## config.mk

```make
export PLATFORM = sky130hd
export DESIGN_NAME = avalon_mem_stream_master_flat
export DESIGN_NICKNAME = d
export VERILOG_FILES = /design/src/rtl/avalon_mem_stream_master_if.sv /design/src/rtl/avalon_mem_stream_master.sv /design/src/flat_wrapper.sv
export SDC_FILE = /design/constraint.sdc
export NUM_CORES = 1
export LEC_CHECK = 0
export BUFFER_PORTS_ARGS = -buffer_cell sky130_fd_sc_hd__buf_4
export CORE_ASPECT_RATIO = 2
export CORE_UTILIZATION = 41
export CTS_CLUSTER_DIAMETER = 120
export DETAILED_ROUTE_END_ITERATION = 10
export GPL_TIMING_DRIVEN = 0
export PLACE_DENSITY = 0.71
export SLEW_MARGIN = 20
export SYNTH_ARGS = -nofsm -noshare
export SYNTH_HDL_FRONTEND = slang
export SYNTH_SLANG_ARGS = --single-unit
```

## constraint.sdc

```tcl
create_clock -name clk -period 3.8 [get_ports clk]
set_clock_uncertainty 0.2 [all_clocks]
set_input_delay 0.38 -clock clk [delete_from_list [all_inputs] [get_ports clk]]
set_output_delay 0.38 -clock clk [all_outputs]
set_load 0.005 [all_outputs]
```

## src/rtl/avalon_mem_stream_master_if.sv

```systemverilog
// Command, stream and Avalon-MM signal bundle for avalon_mem_stream_master.
// The master modport is the block's view; the slave modport is the opposite side.
interface avalon_mem_stream_master_if #(
    parameter int AW = 12,
    parameter int DW = 64
);
    logic          cmd_valid;
    logic          cmd_ready;
    logic          cmd_write;
    logic [AW-1:0] cmd_base;
    logic [AW:0]   cmd_len;

    logic          in_valid;
    logic [DW-1:0] in_data;
    logic          in_ready;

    logic          out_valid;
    logic [DW-1:0] out_data;
    logic          out_ready;

    logic          done;

    logic [AW-1:0] avm_address;
    logic [DW-1:0] avm_writedata;
    logic          avm_write;
    logic          avm_read;
    logic [7:0]    avm_byteenable;
    logic [DW-1:0] avm_readdata;
    logic          avm_waitrequest;

    modport master (
        input  cmd_valid, cmd_write, cmd_base, cmd_len,
        input  in_valid, in_data, out_ready,
        input  avm_readdata, avm_waitrequest,
        output cmd_ready, in_ready, out_valid, out_data, done,
        output avm_address, avm_writedata, avm_write, avm_read, avm_byteenable
    );

    modport slave (
        output cmd_valid, cmd_write, cmd_base, cmd_len,
        output in_valid, in_data, out_ready,
        output avm_readdata, avm_waitrequest,
        input  cmd_ready, in_ready, out_valid, out_data, done,
        input  avm_address, avm_writedata, avm_write, avm_read, avm_byteenable
    );
endinterface

```

## src/rtl/avalon_mem_stream_master.sv

```systemverilog
// Avalon-MM master that loads a word range into the 64-bit RAM from a stream and unloads it back.
// Define MSTR_CHECKSUM_EN to add the csum output (XOR of every word moved by the command).
//
// state   | meaning
// IDLE    | waiting for a command, cmd_ready high
// WR_LO   | taking a stream word, then writing its low half (be 0F)
// WR_HI   | writing the high half (be F0), which commits the word
// RD_REQ  | single-cycle read request at addr
// RD_WAIT | counting down the slave read latency
// RD_OUT  | presenting the read word until the consumer takes it
// DONE    | one-cycle done pulse
module avalon_mem_stream_master #(
    parameter int AW     = 12,
    parameter int DW     = 64,
    parameter int RD_LAT = 2
) (
    input  logic clk,
    input  logic reset,
    avalon_mem_stream_master_if.master bus
`ifdef MSTR_CHECKSUM_EN
    ,
    output logic [DW-1:0] csum
`endif
);
    localparam int LW = (RD_LAT < 2) ? 1 : $clog2(RD_LAT + 1);
    localparam int HW = DW / 2;

    typedef enum logic [2:0] {
        IDLE, WR_LO, WR_HI, RD_REQ, RD_WAIT, RD_OUT, DONE
    } state_t;

    state_t        state, state_nxt;
    logic [AW-1:0] addr;
    logic [AW:0]   cnt;
    logic [DW-1:0] hold;
    logic          held;
    logic [LW-1:0] lat;
    logic [DW-1:0] rdata;
    logic          rvalid;
    logic          cmd_acc;
    logic          last_word;

    assign cmd_acc       = bus.cmd_valid && (state == IDLE);
    assign last_word     = (cnt == (AW+1)'(1));
    assign bus.out_valid = rvalid;
    assign bus.out_data  = rdata;

    always_ff @(posedge clk) begin
        if (reset) state <= IDLE;
        else       state <= state_nxt;
    end

    always_comb begin
        state_nxt          = state;
        bus.cmd_ready      = 1'b0;
        bus.in_ready       = 1'b0;
        bus.done           = 1'b0;
        bus.avm_write      = 1'b0;
        bus.avm_read       = 1'b0;
        bus.avm_address    = '0;
        bus.avm_writedata  = '0;
        bus.avm_byteenable = 8'h00;
        case (state)
            IDLE: begin
                bus.cmd_ready = 1'b1;
                if (bus.cmd_valid) begin
                    if (bus.cmd_len == '0)  state_nxt = DONE;
                    else if (bus.cmd_write) state_nxt = WR_LO;
                    else                    state_nxt = RD_REQ;
                end
            end
            WR_LO: begin
                bus.in_ready = !held;
                if (held) begin
                    bus.avm_write      = 1'b1;
                    bus.avm_address    = addr;
                    bus.avm_byteenable = 8'h0F;
                    bus.avm_writedata  = {{HW{1'b0}}, hold[HW-1:0]};
                    if (!bus.avm_waitrequest) state_nxt = WR_HI;
                end
            end
            WR_HI: begin
                bus.avm_write      = 1'b1;
                bus.avm_address    = addr;
                bus.avm_byteenable = 8'hF0;
                bus.avm_writedata  = {hold[DW-1:HW], {HW{1'b0}}};
                if (!bus.avm_waitrequest) state_nxt = last_word ? DONE : WR_LO;
            end
            RD_REQ: begin
                bus.avm_read    = 1'b1;
                bus.avm_address = addr;
                if (!bus.avm_waitrequest) state_nxt = RD_WAIT;
            end
            RD_WAIT: begin
                if (lat == LW'(1)) state_nxt = RD_OUT;
            end
            RD_OUT: begin
                if (bus.out_ready) state_nxt = last_word ? DONE : RD_REQ;
            end
            DONE: begin
                bus.done  = 1'b1;
                state_nxt = IDLE;
            end
            default: state_nxt = IDLE;
        endcase
    end

    // Address wraps naturally at AW bits when a word completes.
    always_ff @(posedge clk) begin
        if (reset) begin
            addr   <= '0;
            cnt    <= '0;
            hold   <= '0;
            held   <= 1'b0;
            lat    <= '0;
            rdata  <= '0;
            rvalid <= 1'b0;
        end else begin
            case (state)
                IDLE: begin
                    if (cmd_acc) begin
                        addr <= bus.cmd_base;
                        cnt  <= bus.cmd_len;
                    end
                end
                WR_LO: begin
                    if (!held && bus.in_valid) begin
                        hold <= bus.in_data;
                        held <= 1'b1;
                    end
                end
                WR_HI: begin
                    if (!bus.avm_waitrequest) begin
                        held <= 1'b0;
                        cnt  <= cnt - (AW+1)'(1);
                        addr <= addr + AW'(1);
                    end
                end
                RD_REQ: begin
                    if (!bus.avm_waitrequest) lat <= LW'(RD_LAT);
                end
                RD_WAIT: begin
                    lat <= lat - LW'(1);
                    if (lat == LW'(1)) begin
                        rdata  <= bus.avm_readdata;
                        rvalid <= 1'b1;
                    end
                end
                RD_OUT: begin
                    if (bus.out_ready) begin
                        rvalid <= 1'b0;
                        cnt    <= cnt - (AW+1)'(1);
                        addr   <= addr + AW'(1);
                    end
                end
                default: ;
            endcase
        end
    end

`ifdef MSTR_CHECKSUM_EN
    always_ff @(posedge clk) begin
        if (reset)                                          csum <= '0;
        else if (cmd_acc)                                   csum <= '0;
        else if (state == WR_HI && !bus.avm_waitrequest)    csum <= csum ^ hold;
        else if (state == RD_OUT && bus.out_ready)          csum <= csum ^ rdata;
    end
`else
    // Checksum accumulator is not built in this configuration.
`endif

endmodule

```

## src/flat_wrapper.sv

```systemverilog
// flat-port wrapper written by rule: the top's interface ports become plain ports
module avalon_mem_stream_master_flat 
#(
    parameter int AW     = 12,
    parameter int DW     = 64,
    parameter int RD_LAT = 2
)
  (clk, reset, bus_cmd_valid, bus_cmd_write, bus_cmd_base, bus_cmd_len, bus_in_valid, bus_in_data, bus_out_ready, bus_avm_readdata, bus_avm_waitrequest, bus_cmd_ready, bus_in_ready, bus_out_valid, bus_out_data, bus_done, bus_avm_address, bus_avm_writedata, bus_avm_write, bus_avm_read, bus_avm_byteenable);
  avalon_mem_stream_master_if #(.AW(AW), .DW(DW)) bus_i ();
  input  logic clk;
  input  logic reset;
  input wire logic [$bits(bus_i.cmd_valid)-1:0] bus_cmd_valid;
  input wire logic [$bits(bus_i.cmd_write)-1:0] bus_cmd_write;
  input wire logic [$bits(bus_i.cmd_base)-1:0] bus_cmd_base;
  input wire logic [$bits(bus_i.cmd_len)-1:0] bus_cmd_len;
  input wire logic [$bits(bus_i.in_valid)-1:0] bus_in_valid;
  input wire logic [$bits(bus_i.in_data)-1:0] bus_in_data;
  input wire logic [$bits(bus_i.out_ready)-1:0] bus_out_ready;
  input wire logic [$bits(bus_i.avm_readdata)-1:0] bus_avm_readdata;
  input wire logic [$bits(bus_i.avm_waitrequest)-1:0] bus_avm_waitrequest;
  output wire logic [$bits(bus_i.cmd_ready)-1:0] bus_cmd_ready;
  output wire logic [$bits(bus_i.in_ready)-1:0] bus_in_ready;
  output wire logic [$bits(bus_i.out_valid)-1:0] bus_out_valid;
  output wire logic [$bits(bus_i.out_data)-1:0] bus_out_data;
  output wire logic [$bits(bus_i.done)-1:0] bus_done;
  output wire logic [$bits(bus_i.avm_address)-1:0] bus_avm_address;
  output wire logic [$bits(bus_i.avm_writedata)-1:0] bus_avm_writedata;
  output wire logic [$bits(bus_i.avm_write)-1:0] bus_avm_write;
  output wire logic [$bits(bus_i.avm_read)-1:0] bus_avm_read;
  output wire logic [$bits(bus_i.avm_byteenable)-1:0] bus_avm_byteenable;
  assign bus_i.cmd_valid = bus_cmd_valid;
  assign bus_i.cmd_write = bus_cmd_write;
  assign bus_i.cmd_base = bus_cmd_base;
  assign bus_i.cmd_len = bus_cmd_len;
  assign bus_i.in_valid = bus_in_valid;
  assign bus_i.in_data = bus_in_data;
  assign bus_i.out_ready = bus_out_ready;
  assign bus_i.avm_readdata = bus_avm_readdata;
  assign bus_i.avm_waitrequest = bus_avm_waitrequest;
  assign bus_cmd_ready = bus_i.cmd_ready;
  assign bus_in_ready = bus_i.in_ready;
  assign bus_out_valid = bus_i.out_valid;
  assign bus_out_data = bus_i.out_data;
  assign bus_done = bus_i.done;
  assign bus_avm_address = bus_i.avm_address;
  assign bus_avm_writedata = bus_i.avm_writedata;
  assign bus_avm_write = bus_i.avm_write;
  assign bus_avm_read = bus_i.avm_read;
  assign bus_avm_byteenable = bus_i.avm_byteenable;
  avalon_mem_stream_master #(.AW(AW), .DW(DW), .RD_LAT(RD_LAT)) u_core (.clk(clk), .reset(reset), .bus(bus_i));
endmodule
```

==> results.md, run 1 <==
- CP endpoint kind: output port
- CTS hold repair buffers: 42
- Max-slew headroom: 52.3%
- First-pass GRT wire length: 40900 um
- Grt total ovfl: 0
- Routed met2 length: between 10000 and 15000 um
- Mux cell area share after synthesis: 0%
- Row count: 67
- Peak VDD IR: 432 uV
- Layout Cells excl Fill: ~1500
- Vias in the first global route: 7832
- # DRC: 0
- Most common cell after layout, fill and taps aside: buf_4
- DR vias: slightly below 8000
- Clk buf depth: 2
- Power, Total: 5.56 mW
- Simple-gate share of the synthesized area: around 30%
- Synth Area in Adders: 0.709%
- Metal3 WL: roughly 1900 um
- Hold Violations, Final: 0
- Chip height: 188 um
- Post-synth EDFFs: 0
- Latest clock arrival within the worst-skew pair: 420 ps
- Gp weighted congestion: 0.925
- Crit Path Class: reg -> out
- Final Slew Violations: 0
- Post-Syn Instances: 935
- XOR/XNOR Fraction of Synth Area: 0%
- Yosys cell types: 58
- Main combinational cell family by area after synthesis: simple AND/OR/NAND/NOR gates
- Setup TNS: 0 ps
- Cts bufs inserted: 17
- Leakage power: between 4 and 5 nW
- Root buffer cell: clkbuf_16
- Worst-Margin Slew: 716 ps
- PD cells: 519 mW/mm2
- Final setup fails: 0
- Met1 WL: 8880 um
- Commonest cells after routing, fill and taps aside: buf_4 (321), nand2_1 (288), dfxtp_1 (160), a21oi_1 (154), and2_1 (67)
- Synth warn: 0
- Die area: 0.0178 mm2
- CP Launch Type: flop
- Critical Path Fanout Max: 13
- Starting Density: 42.1%
- GRT Resource Usage Total: 30.4%
- Core ar.: 0.0168 mm2
- CTS resizes: 0
- Layout cells sized above 1: 29.2%
- WP buf/inv: 4
- Setup bufs post-CTS: 0
- DRT antenna net count: 0
- Drt first-iter violations: between 200 and 250
- Syn Std Cell Area: 0.00706 mm2
- Period Utilization, post-route: 82.9%
- Max cap viols: 0
- Compound-cell area share of the yosys netlist: about 18%
- Mapped Nets: 1099
- RSZ-0062 raised after global routing: no
- Critical Path, Cell by Cell: buf_2, inv_1, nor4b_2, clkbuf_1, and2_1, buf_4
- Register area share after synthesis: a little under half
- Post-DP HPWL: 20800 um
- Async S/R FF share, synth: 0%
- First-pass DRT Iterations: 5
- Critical path's largest stage delay: about 640 ps
- Top Ports: 314
- Crit path max-delay family: buffers and inverters
- Per-cell routed wire length: between 15 and 20 um
- Worst EP arrival: 2570 ps
- Tmin final: approximately 3100 ps
- FMAX: 0.318 GHz
- Die X: 94.8 um
- WHS: 11.9 ps
- Critical path's slowest cell: nor4b_2
- Syn Area/Cell: roughly 7.5 um2
- DR top layer: met4
- Layout area overhead: 51.7%
- H-tree depth: 4
- Endpoint required time on the critical path: 3220 ps
- Num Clock Sinks: 160
- Vias per cell: 5.14
- Placed cells: about 1500
- Clock transition at path regs: 60 ps
- Synth Flop Type: dfxtp_1
- CTS tree: yes
- Outcome: finished, final reports clean
- Total Nets Final: between 1000 and 1500
- # port buffers: 312
- WL final: 26900 um
- Hold Crit Class: in -> reg
- Largest net degree at the start of global routing: 17
- Initial antenna violation count: 1
- Yosys reg bits: 160
-- sequential cells by signal, summed over array words and instances, names as in the netlist --
| register | flops |
|---|---|
| u_core.held | 1 |
| u_core.hold | 64 |
| u_core.addr | 12 |
| u_core.lat | 2 |
| u_core.bus.out_data | 64 |
| u_core.cnt | 13 |
| u_core.bus.out_valid | 1 |
| u_core.state | 3 |
-- final timing paths --
| kind | from | to | slack, ps | cells after the start |
|---|---|---|---|---|
| hold / removal | bus_in_data[54] | u_core.hold[54]$_SDFFE_PP0P_ | 10 | 3 |
| setup reg to reg | u_core.state[1]$_SDFFE_PP0P_ | u_core.bus.out_data[32]$_SDFFE_PP0P_ | 1330 | 7 |
| setup / recovery | u_core.state[0]$_SDFFE_PP0P_ | bus_avm_writedata[31] | 650 | 6 |
| hold reg to reg | u_core.hold[29]$_SDFFE_PP0P_ | u_core.hold[29]$_SDFFE_PP0P_ | 250 | 2 |
-- per-layer routing --
| layer | track usage [%] | vias to the layer above |
|---|---|---|
| met4 | 18.6 | 0 |
| li1 | - | 3852 |
| met2 | 56.8 | 325 |
| met1 | 28.1 | 3596 |
| met5 | 0 | - |
| met3 | 7.75 | 82 |
-- cells by family after synthesis --
| logic type | after synthesis |
|---|---|
| and+or+nand+nor | 459 |
| AOI/OAI and AO/OA | 225 |
| adders and majority gates | 4 |
| buffers and inverters | 87 |
| DFF | 160 |
-- metrics by stage --
stage	cell area, um2	util [%]	setup WS, ps
final	10700	63.8	651
after global routing	10700	63.8	474
after CTS	10700	63.8	624
after detailed placement	9660	57.6	1060
after global placement	9660	57.6	1090
after floorplan	7060	-	1690
-- synthesized netlist by cell type, types with 2 or more instances --
library cell	count	share of area [%]
nor2b_1	16	1.4
inv_1	8	0.43
nand3b_1	2	0.21
nand4_1	3	0.27
nand3_1	7	0.50
nor4_1	4	0.35
nor2_1	29	1.5
o21ai_0	16	1.1
a22oi_1	4	0.43
or3_1	3	0.27
a21o_1	4	0.43
ha_1	4	0.71
nand2_1	288	15
buf_2	22	1.6
a21oi_1	154	11
o22ai_1	2	0.18
o21a_1	2	0.21
nor4b_2	2	0.43
and2_1	67	5.9
clkbuf_1	46	2.4
and3_1	5	0.44
o21ai_1	9	0.64
buf_4	9	0.96
a221oi_1	2	0.25
a311oi_1	2	0.25
a31oi_1	4	0.35
nor3_1	14	0.99
o32ai_1	3	0.37
nand4b_1	2	0.25
nand2b_1	3	0.27
dfxtp_1	160	45
or4_1	3	0.32
o211ai_1	5	0.53
a211oi_1	6	0.64
nor4_2	2	0.35
-- worst register-to-register path, cell delays in order, from the launching register on --
cell      delay, ps
dfxtp_1         400
buf_2           220
nor2_1          250
and3_1          230
buf_2           250
clkbuf_1        450
nand2_1         230
a21oi_1         170
-- layout make-up --
class / count / area (um2)
antenna: 1 / 2.50
buffer: 78 / 354
clock buffer: 19 / 433
clock inverter: 12 / 191
fill: 1500 / 6060
inverter: 9 / 36.3
multi-input combinational: 688 / 3460
sequential: 160 / 3200
tap: 207 / 259
timing repair buffer: 354 / 2760
-- where the power goes --
group | switching, mW | total (mW) | internal, mW
logic | 0.995 | 1.67 | 0.676
registers | 0.169 | 2.04 | 1.87
clock network | 0.688 | 1.85 | 1.16
total | 1.85 | 5.56 | 3.70
No activity file was read; power rests on OpenSTA's default activity.
==> inputs of run 2 (changes only) <==
==> constraint.sdc (replaced) <==
create_clock -name clk -period 3.1 [get_ports clk]
set_clock_uncertainty 0.2 [all_clocks]
set_input_delay 0.31 -clock clk [delete_from_list [all_inputs] [get_ports clk]]
set_output_delay 0.31 -clock clk [all_outputs]
set_load 0.005 [all_outputs]
==> results.md, run 2 (synthesis results as in run 1) <==
- Clk buf depth: 2 (unchanged)
- CTS tree: yes (unchanged)
- Clock transition at path regs: 60 ps (about the same)
- Post-DP HPWL: 20800 um (unchanged)
- Critical path's slowest cell: nor4b_4 (was nor4b_2)
- First-pass DRT Iterations: 5 (unchanged)
- Latest clock arrival within the worst-skew pair: 420 ps (about the same)
- Hold Path Stages: 3 (unchanged)
- Initial antenna violation count: 2 (was 1)
- Worst EP arrival: 2380 ps (was 2570 ps)
- Total Nets Final: 1561 (was 1472)
- DRT antenna net count: 0 (unchanged)
- Outcome: finished, final reports clean (unchanged)
- Critical Path Fanout Max: 10 (was 13)
- GRT Resource Usage Total: 33.5% (was 30.4%)
- Commonest cells after routing, fill and taps aside: buf_4 (321), nand2_1 (288), dfxtp_1 (160), a21oi_1 (154), dlygate4sd3_1 (131) (was buf_4 (321), nand2_1 (288), dfxtp_1 (160), a21oi_1 (154), and2_1 (67))
- First-pass GRT wire length: 45400 um (was 40900 um)
- Layout cells sized above 1: 27.5% (was 29.2%)
- Final Slew Violations: 0 (unchanged)
- Die X: 94.8 um (unchanged)
- Vias in the first global route: 8761 (was 7832)
- CP Launch Type: flop (unchanged)
- Grt total ovfl: 0 (unchanged)
- Max cap viols: 0 (unchanged)
- DR top layer: met4 (unchanged)
- Drt first-iter violations: 338 (was 248)
- Crit Path Class: reg -> out (unchanged)
- Metal3 WL: 2060 um (was 1870 um)
- Period Utilization, post-route: 93.2%
- Gp weighted congestion: 0.925 (unchanged)
- Hold Crit Class: in -> reg (unchanged)
- Cts bufs inserted: 17 (unchanged)
- WL final: 29600 um (was 26900 um)
- Core ar.: 0.0168 mm2 (unchanged)
- Die area: 0.0178 mm2 (unchanged)
- Layout area overhead: 64.5% (was 51.7%)
- Chip height: 188 um (unchanged)
- Final setup fails: 0 (unchanged)
- Hold Crit Endpoint: u_core.addr[7]$_SDFFE_PP0P_ (was u_core.hold[54]$_SDFFE_PP0P_)
- Hold Violations, Final: 0 (unchanged)
- FF-to-FF Start: u_core.state[1]$_SDFFE_PP0P_ (unchanged)
- Most common cell after layout, fill and taps aside: buf_4 (unchanged)
- Leakage power: 4.88 nW (was 4.51 nW)
- Hold path start: bus_cmd_base[7] (was bus_in_data[54])
- Critical path's largest stage delay: 490 ps (was 640 ps)
- Setup bufs post-CTS: 0 (unchanged)
- RSZ-0062 raised after global routing: no (unchanged)
- Per-cell routed wire length: 18.3 um (was 17.6 um)
- Num Clock Sinks: 160 (unchanged)
- Reg2Reg Setup Slack: 580 ps (was 1330 ps)
- Largest net degree at the start of global routing: 17 (unchanged)
- Power, Total: 6.94 mW (was 5.56 mW)
- # DRC: 0 (unchanged)
- FMAX: approximately 0.35 GHz
- Worst reg2reg path depth: 7 (unchanged)
- Reg2reg end: u_core.bus.out_data[32]$_SDFFE_PP0P_ (unchanged)
- Top Ports: 314 (unchanged)
- Met1 WL: 9740 um (was 8880 um)
- Max-slew headroom: 52.2% (was 52.3%)
- H-tree depth: 4 (unchanged)
- Fillers: 1302 (was 1500)
- Routed met2 length: 15800 um (was 14700 um)
- Root buffer cell: clkbuf_16 (unchanged)
- # port buffers: 312 (unchanged)
- Vias per cell: 5.26 (was 5.14)
- Tmin final: around 2900 ps
- Row count: 67 (unchanged)
- Worst-Margin Slew: 711 ps (was 716 ps)
- Peak VDD IR: 545 uV (was 432 uV)
- CP endpoint kind: output port (unchanged)
- Starting Density: 42.1% (unchanged)
- PD cells: 598 mW/mm2 (was 519 mW/mm2)
- Critical Path, Cell by Cell: buf_2, inv_1, nor4b_4, clkbuf_1, and2_1, buf_4 (was buf_2, inv_1, nor4b_2, clkbuf_1, and2_1, buf_4)
- Endpoint required time on the critical path: 2590 ps (was 3220 ps)
- DR vias: 8512 (was 7855)
- Setup TNS: 0 ps (unchanged)
## run 2: cell types whose count changed in the layout (fill, tap and decap cells not counted)
cell,delta
clkbuf_2,+1
clkbuf_1,-1
diode_2,+1
nor4b_4,+1
dlygate4sd3_1,+89
nor4b_2,-1
## run 2: how the worst max path moves through the flow
stage                                       end  slack, ps  depth (start not counted)                          from
CTS                       bus_avm_writedata[28]         30                          6  u_core.state[0]$_SDFFE_PP0P_
finish                     bus_avm_writedata[4]        210                          6  u_core.state[0]$_SDFFE_PP0P_
floorplan           u_core.cnt[10]$_SDFFE_PP0P_       1040                          8    u_core.cnt[0]$_SDFFE_PP0P_
global placement          bus_avm_writedata[31]        460                          6  u_core.state[0]$_SDFFE_PP0P_
global route              bus_avm_writedata[28]        100                          6  u_core.state[0]$_SDFFE_PP0P_
detailed placement        bus_avm_writedata[31]        430                          6  u_core.state[0]$_SDFFE_PP0P_
## run 2: metrics by stage
| stage | worst slack, ps | instance area, um2 | instances | hold slack (ps) | utilization, % |
|---|---|---|---|---|---|
| after floorplan | 1040 | 7060 | 935 | 232 | - |
| after global placement | 462 | 9660 | 1454 | 237 | 57.6 |
| after detailed placement | 428 | 9660 | 1454 | 242 | 57.6 |
| after CTS | 30.1 | 11600 | 1616 | 2.48 | 69.1 |
| after global routing | 95.7 | 11600 | 1618 | 37.3 | 69.2 |
| final | 212 | 11600 | 1618 | 5.68 | 69.2 |
## run 2: where the power goes
part | switching [mW] | leakage [nW] | internal [mW] | total (mW)
Combinational | 1.26 | 3.28 | 0.904 | 2.16
Sequential | 0.208 | 1.30 | 2.29 | 2.50
Clock | 0.858 | 0.306 | 1.42 | 2.28
## run 2: what timing repair did
action | in CTS | in global routing
endpoints found under the setup margin | 1 | 20
hold buffers | 131 | 0
endpoints found under the hold margin | 131 | 0
resized for setup | 1 | 1
## run 2: final cells by class
type	instances	area, um2	area share (%)
diodes	2	5.00	0.0431
clock inverters	12	191	1.65
repair buffers	443	3650	31.5
clock buffers	19	433	3.73
flip-flops and latches	160	3200	27.6
plain buffers	78	355	3.06
well taps	207	259	2.23
multi-input cells	688	3470	29.9
inverters	9	36.3	0.313
## run 2: per-layer routing
metal	up-vias	GRT usage [%]
met1	3914	31.5
met5	-	0
met3	132	7.66
met2	439	61.2
li1	4027	-
met4	0	23.6
## run 2: critical path, delay by kind of cell (launching register included)
kind / cells / cell delay [ps]
buffers and inverters: 4 / 930
flip-flops: 1 / 300
AND/OR/NAND/NOR: 2 / 720
==> inputs of run 3 (changes only) <==
--- a/config.mk
+++ b/config.mk
@@ -5,13 +5,14 @@
 export SDC_FILE = /design/constraint.sdc
 export NUM_CORES = 1
 export LEC_CHECK = 0
-export BUFFER_PORTS_ARGS = -buffer_cell sky130_fd_sc_hd__buf_4
+export ABC_CLOCK_PERIOD_IN_PS = 3100
 export CORE_ASPECT_RATIO = 2
 export CORE_UTILIZATION = 41
+export CTS_BUF_LIST = sky130_fd_sc_hd__clkbuf_2
 export CTS_CLUSTER_DIAMETER = 120
 export DETAILED_ROUTE_END_ITERATION = 10
+export DONT_BUFFER_PORTS = 1
 export GPL_TIMING_DRIVEN = 0
-export PLACE_DENSITY = 0.71
 export SLEW_MARGIN = 20
 export SYNTH_ARGS = -nofsm -noshare
 export SYNTH_HDL_FRONTEND = slang
==> results.md, run 3 <==
- # port buffers: 0 (was 312)
- Syn Std Cell Area: 0.00706 mm2 (unchanged)
- Post-synth EDFFs: 0 (unchanged)
- Fail Step: clock tree synthesis
- Syn Area/Cell: 7.55 um2 (unchanged)
- Gp weighted congestion: 0.920 (was 0.925)
- Outcome: did not finish (was finished, final reports clean)
- Yosys reg bits: 160 (unchanged)
- Register area share after synthesis: 45.4% (unchanged)
- Yosys cell types: 58 (unchanged)
- Worst slack at placement: 524 ps (was 428 ps)
- Post-DP HPWL: 18500 um (was 20800 um)
- Area contributors post-synth: dfxtp_1 (45%), nand2_1 (15%), a21oi_1 (11%) (unchanged)
- Post-Syn Instances: 935 (unchanged)
- Starting Density: 42.1% (unchanged)
- Num Clock Sinks: 160 (unchanged)
- Run Error: [ERROR RSZ-0060] Max buffer count reached.
- Row count: 67 (unchanged)
- CTS hold repair buffers: 235 (was 131)
- Synth Flop Type: dfxtp_1 (unchanged)
- Setup bufs post-CTS: 0 (unchanged)
- Top post-synthesis cells by count: nand2_1 (288), dfxtp_1 (160), a21oi_1 (154), and2_1 (67), clkbuf_1 (46) (unchanged)
- Cts bufs inserted: 17 (unchanged)
- Placed cells: 1142 (was 1454)
- Async S/R FF share, synth: 0% (unchanged)
- Die X: 94.8 um (unchanged)
- Top Ports: 314 (unchanged)
- Mapped Nets: 1099 (unchanged)
- Clk buf depth: 2 (unchanged)
- Chip height: 188 um (unchanged)
- Root buffer cell: clkbuf_2 (was clkbuf_16)
- Post-synth top area cell: dfxtp_1 (unchanged)
- Most frequent cell after synthesis: nand2_1 (unchanged)
- CTS resizes: 3 (was 1)
- Synth warn: 0 (unchanged)
- H-tree depth: 4 (unchanged)
- Share of the synthesized area in the top cell type: 45.4% (unchanged)
## run 3: kinds of logic after synthesis
kind of cell | count (synthesis) | synth area share [%]
adders and majority gates | 4 | 0.709
and+or+nand+nor | 459 | 30.3
AOI/OAI and AO/OA | 225 | 18.0
DFF | 160 | 45.4
buffers and inverters | 87 | 5.53
## run 3: metrics by stage
step	cell area [um2]	utilization (%)	hold slack (ps)
2_1_floorplan	7060	-	232
3_5_place_dp	7310	43.6	242
3_3_place_gp	7310	43.6	237
==> inputs of run 4 (changes only) <==
--- a/config.mk
+++ b/config.mk
@@ -6,13 +6,11 @@
 export NUM_CORES = 1
 export LEC_CHECK = 0
 export ABC_CLOCK_PERIOD_IN_PS = 3100
-export CORE_ASPECT_RATIO = 2
-export CORE_UTILIZATION = 41
-export CTS_BUF_LIST = sky130_fd_sc_hd__clkbuf_2
-export CTS_CLUSTER_DIAMETER = 120
+export CORE_UTILIZATION = 26
 export DETAILED_ROUTE_END_ITERATION = 10
 export DONT_BUFFER_PORTS = 1
 export GPL_TIMING_DRIVEN = 0
+export PLACE_DENSITY_LB_ADDON = 0.15
 export SLEW_MARGIN = 20
 export SYNTH_ARGS = -nofsm -noshare
 export SYNTH_HDL_FRONTEND = slang
==> results.md, run 4 (synthesis results as in run 1) <==
- Per-cell routed wire length: roughly 18 um
- Psw: 2.46 mW
- Row count: 59 (was 67)
- H-tree depth: 4 (unchanged)
- Gp weighted congestion: 0.800 (was 0.920)
- Hold path start: bus_cmd_base[0]
- Crit path to: bus_avm_writedata[53]
- Logic pwr share: 29.4%
- Max cap viols: 0
- Crit Path Class: reg -> out
- Critical path's slowest cell: clkbuf_1
- CP endpoint kind: output port
- Tmin final: 2890 ps
- Endpoint required time on the critical path: 2590 ps
- Critical path launch point: u_core.state[1]$_SDFFE_PP0P_
- Chip height: 167 um (was 188 um)
- Root buffer cell: clkbuf_16 (was clkbuf_2)
- Layout area overhead: 36.2%
- Grt total ovfl: 0
- Post-DP HPWL: 18600 um (was 18500 um)
- Drt first-iter violations: 319
- Starting Density: 26.8% (was 42.1%)
- Reg2reg end: u_core.hold[59]$_SDFFE_PP0P_
- DRT antenna net count: 0
- Clk buf depth: 2 (unchanged)
- Final Slew Violations: 0
- Worst EP arrival: ~2400 ps
- Top Ports: 314 (unchanged)
- Critical Path, Cell by Cell: nand2b_2, nand2b_4, inv_4, clkbuf_1, and2_1
- Clock transition at path regs: 80 ps
- Die area: 0.0278 mm2
- Final setup fails: 0
- # port buffers: 0 (unchanged)
- WHS: 36.7 ps
- Peak VDD IR: ~400 uV
- Cts bufs inserted: 17 (unchanged)
- Core ar.: ~0.026 mm2
- Worst-Margin Slew: 832 ps
- CTS tree: yes
- Vias per cell: between 4 and 5
- P_int: 4.10 mW
- Post-DP Area: 0.00748 mm2 (was 0.00731 mm2)
- FMAX: 0.346 GHz
- Setup TNS: 0 ps
- DR vias: 7081
- First-pass DRT Iterations: 5
- FF-to-FF Start: u_core.state[0]$_SDFFE_PP0P_
- Max-slew headroom: 44.6%
- Commonest cells after routing, fill and taps aside: nand2_1 (288), dfxtp_1 (160), a21oi_1 (154), dlygate4sd3_1 (153), and2_1 (67)
- Leakage power: 3.36 nW
- Clk pwr share: ~32%
- Critical Path Fanout Max: 13
- Vias in the first global route: 7190
- GRT Resource Usage Total: between 10% and 20%
- Part of the power in registers: 38.1%
- Total Nets Final: 1273
- Initial antenna violation count: 0
- Period Utilization, post-route: between 90% and 100%
- Final core occ: 36.5%
- WL final: 26500 um
- RSZ-0062 raised after global routing: no
- Layout cells sized above 1: under 10%
- Latest clock arrival within the worst-skew pair: ~420 ps
- Hold Violations, Final: 0
- Outcome: finished, final reports clean (was did not finish)
- Hold Crit Class: in -> reg
- Switching part of the total: 37.5%
- Worst reg2reg path depth: 7
- Num Clock Sinks: 160 (unchanged)
- Most common cell after layout, fill and taps aside: nand2_1
- Antenna Cells: 0
- First-pass GRT wire length: 41000 um
- PD cells: 682 mW/mm2
- Die X: 167 um (was 94.8 um)
- Critical path's largest stage delay: around 650 ps
- # DRC: 0
- Reg2Reg Setup Slack: 620 ps
- Final Cell Area: 0.00961 mm2
- CP Launch Type: flop
- Largest net degree at the start of global routing: 18
[run 4: how the worst min path moves through the flow]
| stage | to | slack (ps) | cells past startpoint |
|---|---|---|---|
| after floorplan | u_core.hold[0]$_SDFFE_PP0P_ | 230 | 2 |
| after global placement | u_core.hold[35]$_SDFFE_PP0P_ | 240 | 2 |
| after detailed placement | u_core.hold[35]$_SDFFE_PP0P_ | 240 | 2 |
| after CTS | u_core.addr[0]$_SDFFE_PP0P_ | 20 | 3 |
| after global routing | u_core.addr[0]$_SDFFE_PP0P_ | 60 | 3 |
| final | u_core.addr[0]$_SDFFE_PP0P_ | 40 | 3 |
[run 4: layout make-up]
cell class	count	area [um2]
Fill cell	2823	16700
Timing Repair Buffer	155	1550
Sequential cell	160	3200
Tap cell	335	419
Multi-Input combinational cell	688	3470
Buffer	78	355
Inverter	9	36.3
Clock inverter	14	140
Clock buffer	18	439
[run 4: power groups by stage]
stage | registers (mW) | clock network [mW] | logic (mW)
after floorplan | 2.47 | 0 | 1.27
after global placement | 2.54 | 0 | 1.78
after detailed placement | 2.54 | 0 | 1.77
after CTS | 2.49 | 2.21 | 1.94
after global routing | 2.54 | 2.29 | 2.14
final | 2.50 | 2.13 | 1.93
[run 4: through the flow]
step	worst slack [ps]	instances	power, mW
floorplan	1040	935	3.75
global placement	74.6	1270	4.31
detailed placement	398	1270	4.31
CTS	33.2	1455	6.64
global route	24.1	1457	6.97
finish	211	1457	6.55
[run 4: per-layer routing]
layer  up-vias  share of wire (%)  track usage (%)
li1       3466                  -                -
met1      3361                 45             24.0
met2       228                 49             32.3
met3        26                4.7             4.49
met4         0                1.5             5.48
met5         -                  0                0
[run 4: worst max-delay path: cells and delay by family (launching register included)]
family | cells | cell delay (ps)
flip-flops | 1 | 510
buffers and inverters | 2 | 800
AND/OR/NAND/NOR | 3 | 630
[run 4: repair_timing]
| action | CTS | global route |
|---|---|---|
| gates cloned | 0 | 0 |
| resized for setup | 1 | 0 |
| hold buffers | 153 | 0 |
| endpoints found under the hold margin | 156 | 0 |
| pin swaps | 1 | 1 |
| buffers inserted | 0 | 2 |
| setup endpoints to repair | 17 | 10 |
